## src/rtl/pong_ball_engine.sv

```systemverilog
`default_nettype none
// ============================================================================
// Module   : pong_ball_engine
// Brief    : Frame-stepped ball/paddle physics and scoring for VGA pong.
//            Optional PONG_SPIN_EN: paddle hit position steers vertical dir.
// Revision : 1.0 - initial release
// ============================================================================
module pong_ball_engine #(
    parameter int H_RES        = 640,
    parameter int V_RES        = 480,
    parameter int BALL_SIZE    = 16,
    parameter int PAD_W        = 8,
    parameter int PAD_H        = 64,
    parameter int PAD_L_X      = 16,
    parameter int PAD_R_X      = 616,
    parameter int STEP_MAX     = 4,
    parameter int SERVE_FRAMES = 60,
    parameter int SCORE_W      = 4
) (
    input  logic               clk,
    input  logic               rst_n,
    input  logic               frame_tick,
    input  logic               serve,
    input  logic [9:0]         pad_l_y,
    input  logic [9:0]         pad_r_y,
    output logic [9:0]         ball_x,
    output logic [9:0]         ball_y,
    output logic               ball_visible,
    output logic [SCORE_W-1:0] score_l,
    output logic [SCORE_W-1:0] score_r,
    output logic               point_l,
    output logic               point_r,
    output logic [1:0]         state
);
    localparam int SPD_W = (STEP_MAX < 2) ? 1 : $clog2(STEP_MAX + 1);
    localparam int CNT_W = (SERVE_FRAMES < 2) ? 1 : $clog2(SERVE_FRAMES + 1);

    localparam logic [9:0]         c_cx       = 10'((H_RES - BALL_SIZE) / 2);
    localparam logic [9:0]         c_cy       = 10'((V_RES - BALL_SIZE) / 2);
    localparam logic [9:0]         c_rx_stop  = 10'(PAD_R_X - BALL_SIZE);
    localparam logic signed [11:0] c_zero     = 12'sd0;
    localparam logic signed [11:0] c_lx       = 12'(PAD_L_X + PAD_W);
    localparam logic signed [11:0] c_rx       = 12'(PAD_R_X);
    localparam logic signed [11:0] c_ball_s   = 12'(BALL_SIZE);
    localparam logic signed [11:0] c_ymax     = 12'(V_RES - BALL_SIZE);
    localparam logic signed [11:0] c_xmax     = 12'(H_RES - BALL_SIZE);
    localparam logic [11:0]        c_ball_u   = 12'(BALL_SIZE);
    localparam logic [11:0]        c_pad_h    = 12'(PAD_H);
    localparam logic [SPD_W-1:0]   c_spd_max  = SPD_W'(STEP_MAX);
    localparam logic [CNT_W-1:0]   c_cnt_last = CNT_W'(SERVE_FRAMES - 1);
    localparam logic [SCORE_W-1:0] c_score_max = '1;

    typedef enum logic [1:0] {
        ST_IDLE  = 2'b00,
        ST_SERVE = 2'b01,
        ST_PLAY  = 2'b10,
        ST_OVER  = 2'b11
    } state_t;

    state_t             r_state, w_state;
    logic [9:0]         r_x, r_y, w_x, w_y;
    logic               r_dx, r_dy, w_dx, w_dy;        // dx 1 = right, dy 1 = down
    logic [SPD_W-1:0]   r_spd, w_spd, w_spd_up;
    logic [CNT_W-1:0]   r_cnt, w_cnt;
    logic [SCORE_W-1:0] r_score_l, r_score_r, w_score_l, w_score_r;
    logic [SCORE_W-1:0] w_score_l_inc, w_score_r_inc;
    logic               r_point_l, r_point_r, w_point_l, w_point_r;

    logic signed [11:0] w_xs, w_ys, w_sp, w_nx, w_ny;
    logic [11:0]        w_y12, w_pl12, w_pr12;
    logic               w_ovl_l, w_ovl_r, w_hit_l, w_hit_r, w_miss_l, w_miss_r;

    assign w_xs   = $signed({2'b00, r_x});
    assign w_ys   = $signed({2'b00, r_y});
    assign w_sp   = $signed({{(12 - SPD_W){1'b0}}, r_spd});
    assign w_nx   = r_dx ? (w_xs + w_sp) : (w_xs - w_sp);
    assign w_ny   = r_dy ? (w_ys + w_sp) : (w_ys - w_sp);
    assign w_y12  = {2'b00, r_y};
    assign w_pl12 = {2'b00, pad_l_y};
    assign w_pr12 = {2'b00, pad_r_y};

    // Overlap uses the pre-step y against the paddle span
    assign w_ovl_l  = ((w_y12 + c_ball_u) > w_pl12) && (w_y12 < (w_pl12 + c_pad_h));
    assign w_ovl_r  = ((w_y12 + c_ball_u) > w_pr12) && (w_y12 < (w_pr12 + c_pad_h));
    assign w_hit_l  = !r_dx && (w_xs >= c_lx) && (w_nx <= c_lx) && w_ovl_l;
    assign w_hit_r  = r_dx && ((w_xs + c_ball_s) <= c_rx) && ((w_nx + c_ball_s) >= c_rx) && w_ovl_r;
    assign w_miss_l = !r_dx && (w_nx < c_zero);
    assign w_miss_r = r_dx && (w_nx > c_xmax);

    assign w_spd_up      = (r_spd >= c_spd_max) ? r_spd : (r_spd + SPD_W'(1));
    assign w_score_l_inc = r_score_l + SCORE_W'(1);
    assign w_score_r_inc = r_score_r + SCORE_W'(1);

`ifdef PONG_SPIN_EN
    localparam logic signed [11:0] c_third     = 12'(PAD_H / 3);
    localparam logic signed [11:0] c_two_third = 12'((2 * PAD_H) / 3);
    logic signed [11:0] w_rel_l, w_rel_r;
    assign w_rel_l = $signed(w_y12 + 12'(BALL_SIZE / 2) - w_pl12);
    assign w_rel_r = $signed(w_y12 + 12'(BALL_SIZE / 2) - w_pr12);
`endif

    always_comb begin
        w_state   = r_state;
        w_x       = r_x;
        w_y       = r_y;
        w_dx      = r_dx;
        w_dy      = r_dy;
        w_spd     = r_spd;
        w_cnt     = r_cnt;
        w_score_l = r_score_l;
        w_score_r = r_score_r;
        w_point_l = 1'b0;
        w_point_r = 1'b0;
        case (r_state)
            ST_IDLE: begin
                if (serve) begin
                    w_state = ST_SERVE;
                    w_cnt   = '0;
                end
            end
            ST_SERVE: begin
                w_x = c_cx;
                w_y = c_cy;
                if (frame_tick) begin
                    if (r_cnt == c_cnt_last) begin
                        w_state = ST_PLAY;
                        w_cnt   = '0;
                    end else begin
                        w_cnt = r_cnt + CNT_W'(1);
                    end
                end
            end
            ST_PLAY: begin
                if (frame_tick) begin
                    if (r_dy && (w_ny >= c_ymax)) begin
                        w_y  = c_ymax[9:0];
                        w_dy = 1'b0;
                    end else if (!r_dy && (w_ny <= c_zero)) begin
                        w_y  = '0;
                        w_dy = 1'b1;
                    end else begin
                        w_y = w_ny[9:0];
                    end

                    if (w_hit_l) begin
                        w_x   = c_lx[9:0];
                        w_dx  = 1'b1;
                        w_spd = w_spd_up;
`ifdef PONG_SPIN_EN
                        if (w_rel_l < c_third)           w_dy = 1'b0;
                        else if (w_rel_l >= c_two_third) w_dy = 1'b1;
`endif
                    end else if (w_hit_r) begin
                        w_x   = c_rx_stop;
                        w_dx  = 1'b0;
                        w_spd = w_spd_up;
`ifdef PONG_SPIN_EN
                        if (w_rel_r < c_third)           w_dy = 1'b0;
                        else if (w_rel_r >= c_two_third) w_dy = 1'b1;
`endif
                    end else if (w_miss_l || w_miss_r) begin
                        // Re-centre and re-serve; the vertical direction carries over
                        w_x   = c_cx;
                        w_y   = c_cy;
                        w_spd = SPD_W'(1);
                        w_cnt = '0;
                        if (w_miss_l) begin
                            w_point_r = 1'b1;
                            w_score_r = w_score_r_inc;
                            w_dx      = 1'b0;
                            w_state   = (w_score_r_inc == c_score_max) ? ST_OVER : ST_SERVE;
                        end else begin
                            w_point_l = 1'b1;
                            w_score_l = w_score_l_inc;
                            w_dx      = 1'b1;
                            w_state   = (w_score_l_inc == c_score_max) ? ST_OVER : ST_SERVE;
                        end
                    end else begin
                        w_x = w_nx[9:0];
                    end
                end
            end
            ST_OVER: begin
                if (serve) begin
                    w_score_l = '0;
                    w_score_r = '0;
                    w_spd     = SPD_W'(1);
                    w_cnt     = '0;
                    w_state   = ST_SERVE;
                end
            end
            default: w_state = ST_IDLE;
        endcase
    end

    always_ff @(posedge clk) begin
        if (!rst_n) begin
            r_state   <= ST_IDLE;
            r_x       <= c_cx;
            r_y       <= c_cy;
            r_dx      <= 1'b1;
            r_dy      <= 1'b1;
            r_spd     <= SPD_W'(1);
            r_cnt     <= '0;
            r_score_l <= '0;
            r_score_r <= '0;
            r_point_l <= 1'b0;
            r_point_r <= 1'b0;
        end else begin
            r_state   <= w_state;
            r_x       <= w_x;
            r_y       <= w_y;
            r_dx      <= w_dx;
            r_dy      <= w_dy;
            r_spd     <= w_spd;
            r_cnt     <= w_cnt;
            r_score_l <= w_score_l;
            r_score_r <= w_score_r;
            r_point_l <= w_point_l;
            r_point_r <= w_point_r;
        end
    end

    assign ball_x       = r_x;
    assign ball_y       = r_y;
    assign ball_visible = (r_state == ST_SERVE) || (r_state == ST_PLAY);
    assign score_l      = r_score_l;
    assign score_r      = r_score_r;
    assign point_l      = r_point_l;
    assign point_r      = r_point_r;
    assign state        = r_state;

endmodule
`default_nettype wire

```

## config.mk

```make
export PLATFORM = sky130hd
export DESIGN_NAME = pong_ball_engine
export DESIGN_NICKNAME = d
export VERILOG_FILES = /design/src/rtl/pong_ball_engine.sv
export SDC_FILE = /design/constraint.sdc
export NUM_CORES = 1
export LEC_CHECK = 0
export ABC_AREA = 1
export CORE_ASPECT_RATIO = 1.75
export CORE_UTILIZATION = 37
export CTS_BUF_LIST = sky130_fd_sc_hd__clkbuf_4 sky130_fd_sc_hd__clkbuf_8
export DETAILED_ROUTE_END_ITERATION = 16
export HOLD_SLACK_MARGIN = 0.05
export PLACE_DENSITY_LB_ADDON = 0.08
export SLEW_MARGIN = 30
export SYNTH_ARGS = -nofsm -noshare
export SYNTH_HDL_FRONTEND = slang
export SYNTH_SLANG_ARGS = --single-unit
```

## constraint.sdc

```tcl
create_clock -name clk -period 3.27 [get_ports clk]
set_input_delay 0.8175 -clock clk [delete_from_list [all_inputs] [get_ports clk]]
set_output_delay 0.8175 -clock clk [all_outputs]
set_load 0.05 [all_outputs]
```

Word-level counts from Yosys, hierarchy flattened. Cells that the tools add are included.

Mux-type cells: 60. Order comparisons: 13. Eq/ne operators: 17. Bitwise logic cells: 4. Add/sub/neg operators: 13. Reduce and logical (&&, ||, !) cells: 31.

Operator list (count): $mux W10 (10); $mux W4 (11); $mux W6 (7); $pmux W10 S2 (2); $mux W12 (2); $add A10 B3 Y11 (2); $add A10 B5 Y11 const B (2); $add A10 B7 Y11 const B (2); $lt A10 B11 Y1 (2); $sub A10 B3 Y11 (2); $reduce_and A7 Y1 (3); $mux W2 (10); $mux W3 (6); $ne A2 B2 Y1 const B (9); $pmux W6 S3 (1); $pmux W4 S2 (2); $add A12 B6 Y12 const B (1); $ge A12 B10 Y1 const B (1); $ge A12 B11 Y1 const B (1); $gt A12 B10 Y1 (1); $gt A12 B11 Y1 const B (1); $le A12 B1 Y1 const B (1); $le A12 B6 Y1 const B (1); $logic_and A1 B1 Y1 (12); 29 further kinds (46).

Output and inout bits: 33. Flip-flop bits (word level): 43.

Logic depth before layout (Yosys ltp). Gate-level depths: netlist of the first run.

Depth in word-level cells: 11. Depth in mapped cells: 26. Gate-level depth less buffers: 26.

Worst setup path before layout of the first run. Ideal clock, no wire load.

Path type: flip-flop to flip-flop. Start point: register r_x[0], in the netlist ball_x[0]. End point: register r_cnt[0]. Setup slack: 22 ps. Library setup time: 116 ps. Stages on the path, launching flop included: 26. Arrival time: 3132 ps. Path through: dfxtp_1 > inv_1 > ha_1 > fa_1 > inv_1 > nand2_1 > nand3_1 > nand3_1 > nand2_4 > inv_4 > ha_1 > nand3_1 > nor2_1 > nand2_1 > nand3_1 > nand2_1 > nand3_1 > nand2_1 > nand2_2 > nand2_4 > nand3_2 > nand2_4 > nand2_2 > clkinv_1 > nor2_1 > nor2_1.

Cells in the longest elaborated chain, start to end: 8.

RTL lines: from (decl) (line 61) `logic [9:0] r_x, r_y, w_x, w_y;`; from (signal assigned) (line 211) `r_x <= w_x;`; $sub A10 B3 Y11 or $add A10 B3 Y11 (tied branches) (line 76) `assign w_nx = r_dx ? (w_xs + w_sp) : (w_xs - w_sp);`; $mux W12 (line 76); $add A12 B6 Y12 (line 86) `assign w_hit_r = r_dx && ((w_xs + c_ball_s) <= c_rx) && ((w_nx + c_ball_s) >= c_rx) && w_ovl_r;`; $ge A12 B11 Y1 (line 86); $logic_and A1 B1 Y1 (2 in series) (line 86); $ne A2 B2 Y1 (no source line); $reduce_and A6 Y1 (no source line) (*); to (signal assigned) (line 216) `r_cnt <= w_cnt;`; to (decl) (line 64) `logic [CNT_W-1:0] r_cnt, w_cnt;`.

Mark *: on every way between the ends. The rest lies on a longest branch, timed or not. A chain may end at the register's enable or synchronous reset.

Final worst setup path of the first run.
Start point: input port pad_r_y[2]. End point: register r_cnt[2].

Cells in the longest elaborated chain, start to end: 6.

RTL lines: from (decl) (line 25) `input logic [9:0] pad_r_y,`; $add A10 B7 Y11 (line 84) `assign w_ovl_r = ((w_y12 + c_ball_u) > w_pr12) && (w_y12 < (w_pr12 + c_pad_h));`; $lt A10 B11 Y1 (line 84); $logic_and A1 B1 Y1 (*) (line 84); $logic_and A1 B1 Y1 (*) (line 86); $ne A2 B2 Y1 (no source line) (*); $reduce_and A6 Y1 (no source line) (*).

Marks and branches as above.

==> results_dict.tcl, run 1 <==
set metrics [dict create \
    outcome "complete, no violations" \
    p_per_area_nw_per_um2 613 \
    min_from "r_cnt[5]" \
    first_pass_iters 4 \
    ys_ff_latch 43 \
    tightest_slew_ps 679 \
    postCtsHoldBufs 0 \
    drtIter0Drc 189 \
    yosysTopAreaCellShare_pct 17.6 \
    cpMaxStageDelayCell "clkdlybuf4s50_1" \
    cp_max_fo 6 \
    reg2reg_from "ball_x[0]" \
    synth_ff_type "dfxtp_1" \
    synth_fp_nets 858 \
    area_growth_pct 27.8 \
    n_antenna_cell 0 \
    vias 5349 \
    clk_latency_ps 310 \
    die_x_um 89.0 \
    routed_wl_um 15400 \
    rsz0062_at_grt "yes" \
    place.gp.congestion 0.852 \
    fill_cells 1421 \
    vias_per_cell 5.14 \
    vdd_drop_max_v 0.000251 \
    num_io_pins 57 \
    drtAntennaViolNets 0 \
    synth_area_um2 4900 \
    cts_root_buf "clkbuf_8" \
    core-area_um2 12900 \
    final.min_clock_period_ps 3110 \
    maxSlewViolCount 0 \
    synth.yosys.seq_area_share_pct 17.6 \
    critPathTopFamily "simple AND/OR/NAND/NOR gates" \
    hp-class "reg -> reg" \
    crit_path_start "pad_r_y[2]" \
    clock-sinks 43 \
    synth_area_leaders "dfxtp_1 18%, ha_1 17%, nand2_1 13%" \
    wl_per_cell_um 14.8 \
    portBuffers 56 \
    drc 0 \
    setup-violations-final 0 \
    yosysMostFrequentCell "nand2_1" \
    relSlewSlack_pct 54.7 \
    max_freq_mhz 321 \
    synth_top_cell_by_area "dfxtp_1" \
    die_y_um 154 \
    leakage_nw 3.12 \
    path_buf_inv 4 \
    num_rows 55 \
    cp-end-kind "flop" \
    nNetsFinal 961 \
    finalHoldViolations 0 \
    synth_edf_count 0 \
    required_ps 3520 \
    grt_pass1_wl_um 24500 \
    ys_warn_count 0 \
    synth.distinct_cells 43 \
    clk_path_buf_depth 2 \
    antenna_found_initial 0 \
    grtUsageTotal_pct 22.9 \
    syn_avg_cell_area_um2 6.41 \
    die_area_um2 13700 \
    first_global_vias 5280 \
    synth-async-reset-ratio_pct 0 \
    dp_hpwl_um 12500 \
    crit_path_max_incr_delay_ps 450 \
    cts_tree "built" \
    max-cap-violations 0 \
    finalSetupTns_ps 0 \
    drive_gt1_share_pct 15.5 \
    grt.overflow.total 0 \
    setup.worst_path.class "in -> reg" \
    synthTopCellsByCount "176 x nand2_1, 104 x inv_1, 88 x nand3_1" \
    initial_utilization_pct 37.9 \
    worstPathArrival_ps 3360 \
    p_total_mw 3.84 \
    clk_pin_slew_worst_paths_ps 90 \
    cts_made_buffers 5 \
    start_kind "input pin" \
    syn_inst 765 \
    finClkSkew_ps 2.52 \
    cts_max_level 2 \
    path_cells "clkdlybuf4s50_1, inv_1, ha_1, nand2_1, nor2_1, a211oi_1, buf_4, nor2_1, nor2_1, o21ai_0, o21ai_1, nand2_1, nand2_1, nor2_2, nand2_4, nand3_4, nand2_8, buf_6, nand3_2, a21oi_2" \
    grt_start_max_net_pins 23 \
    fin_crit_sh_pct 95.2 \
]
-- metrics by stage --
stage / hold slack [ps] / instance area, um^2 / utilization (%) / setup slack, ps / instances
finish: 473 / 6270 / 48.5 / 156 / 1040
global route: 505 / 6270 / 48.5 / -49.0 / 1040
CTS: 478 / 6100 / 47.1 / 33.2 / 1034
detailed placement: 462 / 5980 / 46.2 / -277 / 1026
global placement: 460 / 5980 / 46.2 / -197 / 1026
floorplan: 448 / 4900 / - / 21.9 / 765
-- what timing repair did --
item | in CTS | in global routing
setup buffers | 0 | 5
gates cloned | 0 | 1
pin swaps | 0 | 12
resized for setup | 1 | 45
endpoints found under the setup margin | 3 | 43
-- routing by layer --
metal	share of wire [%]	track usage, %	wire length [um]
met1	37	22.3	5650
met2	56	45.9	8720
met3	2.4	1.92	369
met4	4.5	11.3	700
met5	0	0	0
-- flip-flops by register name, summed over array words and instances, names as in the netlist --
name and flops:
point_r 1, score_l 4, state 2, r_dx 1, point_l 1, r_cnt 6
r_dy 1, score_r 4, r_spd 3, ball_x 10, ball_y 10
-- layout by cell type, fill, tap and decap left out, types with 11 or more instances in the layout --
cell type / synthesis / routed
nand2_1: 176 / 174
inv_1: 104 / 104
nand3_1: 88 / 85
ha_1: 65 / 63
nor2_1: 63 / 60
clkdlybuf4s50_1: 0 / 54
buf_4: 1 / 52
a21oi_1: 46 / 42
dfxtp_1: 43 / 39
o21ai_0: 33 / 24
nand4_1: 21 / 21
xor2_1: 20 / 19
nand2_2: 15 / 14
o21ai_1: 3 / 12
nand3_2: 9 / 11
-- path summary, 6_finish.rpt --
| path | cells after the start | slack (ps) | endpoint |
|---|---|---|---|
| hold reg to reg | 2 | 470 | r_cnt[5] |
| hold / removal | 2 | 470 | r_cnt[5] |
| setup reg to reg | 23 | 220 | r_cnt[2] |
| setup / recovery | 20 | 160 | r_cnt[2] |
-- kinds of logic after synthesis --
group	Yosys count	share of synthesized area, %
adders and majority gates	69	18.2
xor gates and xnor gates	22	3.93
buffers and inverters	127	10.4
DFF	43	17.6
AOI/OAI and AO/OA	104	11.8
and+or+nand+nor	400	38.1
-- final cells by class --
cell class,instances,area [um^2],share of cell area [%]
flip-flops and latches,43,868,13.9
clock inverters,3,43.8,0.699
well taps,171,214,3.41
clock buffers,5,68.8,1.10
multi-input cells,596,3660,58.3
repair buffers,111,998,15.9
inverters,111,419,6.69
-- worst min-delay path: stages (launching register included) --
cell,delay (ps)
dfxtp_1,320
nand2_1,70
a21oi_2,50
-- report_power, final --
part	internal (mW)	switching (mW)
combinational	0.922	1.64
sequential	0.651	0.196
clock	0.228	0.212
Note: power is estimated with default switching activity, not from simulation.
==> run 2: changes to the inputs <==
--- a/config.mk
+++ b/config.mk
@@ -6,6 +6,7 @@
 export NUM_CORES = 1
 export LEC_CHECK = 0
 export ABC_AREA = 1
+export CAP_MARGIN = 30
 export CORE_ASPECT_RATIO = 1.75
 export CORE_UTILIZATION = 37
 export CTS_BUF_LIST = sky130_fd_sc_hd__clkbuf_4 sky130_fd_sc_hd__clkbuf_8
==> results of run 2 <==
The final DEF is identical to that of run 1; final timing and power are the same.
==> run 3: changes to the inputs <==
--- a/config.mk
+++ b/config.mk
@@ -11,8 +11,9 @@
 export CORE_UTILIZATION = 37
 export CTS_BUF_LIST = sky130_fd_sc_hd__clkbuf_4 sky130_fd_sc_hd__clkbuf_8
 export DETAILED_ROUTE_END_ITERATION = 16
+export GPL_TIMING_DRIVEN = 0
 export HOLD_SLACK_MARGIN = 0.05
-export PLACE_DENSITY_LB_ADDON = 0.08
+export PLACE_DENSITY = 0.57
 export SLEW_MARGIN = 30
 export SYNTH_ARGS = -nofsm -noshare
 export SYNTH_HDL_FRONTEND = slang
==> run 3 against run 2 <==
Net effect:
- design area shrank 2.9%
- sequential power rose by 3.0%
- fmax fell by 0.34%
- global-route usage grew 1.3 points
==> results_dict.tcl, run 3 (same netlist as run 1, synthesis figures left out) <==
set metrics [dict create \
    outcome "complete, no violations" \
    dp.cells 992 \
    cp-end-kind "flop" \
    grtUsageTotal_pct 24.2 \
    p_total_mw 3.74 \
    max_freq_mhz 320 \
    use_met3_pct 1.87 \
    finalHoldViolations 0 \
    clk_path_buf_depth 2 \
    cts_max_level 2 \
    vdd_drop_max_v 0.000238 \
    n_antenna_cell 0 \
    first_global_vias 5219 \
    wl_per_cell_um 16.1 \
    grt.overflow.total 0 \
    drive_gt1_share_pct 14.1 \
    num_io_pins 57 \
    seq_power_share_pct 23.3 \
    maxSlewViolCount 0 \
    num_rows 55 \
    switching_share_pct 54.9 \
    relSlewSlack_pct 50.9 \
    fin_crit_sh_pct 95.6 \
    clock-sinks 43 \
    final_cell_mix "171 x nand2_1, 103 x inv_1, 84 x nand3_1, 59 x ha_1, 58 x nor2_1" \
    use_met1_pct 22.8 \
    cts_root_buf "clkbuf_8" \
    initial_utilization_pct 37.9 \
    start_kind "input pin" \
    hp-class "reg -> reg" \
    clk_latency_ps 310 \
    place.gp.congestion 0.920 \
    clkPwrFrac_pct 9.9 \
    grt_pass1_wl_um 25400 \
    core-area_um2 12900 \
    nNetsFinal 933 \
    p_comb_share_pct 66.8 \
    tightest_slew_ps 737 \
    drtAntennaViolNets 0 \
    antenna_found_initial 0 \
    grt_start_max_net_pins 14 \
    routed_wl_um 16300 \
    setup.worst_path.class "in -> reg" \
    clk_pin_slew_worst_paths_ps 100 \
    area_growth_pct 24.2 \
    setup-violations-final 0 \
    first_pass_iters 6 \
    portBuffers 56 \
    die_y_um 154 \
    vias 5300 \
    power.switching_mw 2.05 \
    fin_cells 1012 \
    max-cap-violations 0 \
    leakage_nw 2.95 \
    vias_per_cell 5.24 \
    cp_max_fo 10 \
    finClkSkew_ps 14.1 \
    grt.busiest_layer "met2" \
    required_ps 3490 \
    dp_hpwl_um 13000 \
    met2_usage_pct 48.1 \
    drtIter0Drc 151 \
    final_common_cell "nand2_1" \
    p_per_area_nw_per_um2 614 \
    die_area_um2 13700 \
    power.internal_mw 1.69 \
    worstPathArrival_ps 3350 \
    drc 0 \
    cts_tree "built" \
    die_x_um 89.0 \
    final.min_clock_period_ps 3120 \
    cts_made_buffers 5 \
]
## run 3: cell types whose count changed in the layout (fill, tap and decap cells not counted), sizes merged, moves of 2 or more
cell	before	now
inv	111	109
clkinvlp	0	2
buf	55	21
clkbuf	5	13
## run 3: layout make-up
| type | instances | area [um^2] |
|---|---|---|
| Buffer | 16 | 90.1 |
| Clock buffer | 6 | 76.3 |
| Inverter | 111 | 423 |
| Clock inverter | 2 | 12.5 |
| Fill cell | 1375 | 6850 |
| Timing Repair Buffer | 68 | 672 |
| Tap cell | 171 | 214 |
| Sequential cell | 43 | 888 |
| Multi-Input combinational cell | 595 | 3710 |
## run 3: critical path: stages
cell	delay, ps
clkdlybuf4s50_1	480
ha_1	260
xnor2_1	140
ha_1	290
a21oi_1	170
o2111ai_1	190
nor2_2	210
nand3_4	140
nand3_2	130
buf_4	190
nand4_1	170
a21oi_1	170
## run 3: what timing repair did
action                     CTS  global route
pin swaps                    1             9
setup endpoints to repair   40            41
cloned                       0             1
hold buffers                 0             0
buffers inserted             1            10
gates resized for setup     16            47
## run 3: worst paths after layout
path,from,depth (start not counted),endpoint,slack [ps]
worst max-delay path,pad_l_y[6],12,ball_y[4],150
worst min-delay path,r_cnt[5],2,r_cnt[5],490
worst max register to register,ball_y[4],19,r_cnt[4],160
worst min register to register,r_cnt[5],2,r_cnt[5],490
## run 3: routing by layer
metal	part of all wire, %	wire [um]
met1	36	5830
met2	57	9280
met3	2.1	335
met4	5.1	834
met5	0	0
## run 3: through the flow
stage | setup TNS [ps] | setup WS (ps) | hold WS, ps | instance area (um^2) | util, %
after global routing | -94.0 | -17.6 | 526 | 6090 | 47.1
final | 0 | 145 | 486 | 6090 | 47.1
after CTS | 0 | 18.2 | 482 | 5810 | 44.9
after detailed placement | -14720 | -473 | 463 | 5680 | 43.9
after floorplan | 0 | 21.9 | 448 | 4900 | -
after global placement | -13200 | -442 | 460 | 5680 | 43.9
## run 3: power groups by stage
| stage | logic [mW] | clock network, mW | registers (mW) |
|---|---|---|---|
| global route | 2.78 | 0.399 | 0.897 |
| global placement | 2.33 | 0 | 0.869 |
| floorplan | 1.34 | 0 | 1.16 |
| detailed placement | 2.36 | 0 | 0.875 |
| finish | 2.50 | 0.371 | 0.872 |
| CTS | 2.39 | 0.382 | 0.870 |
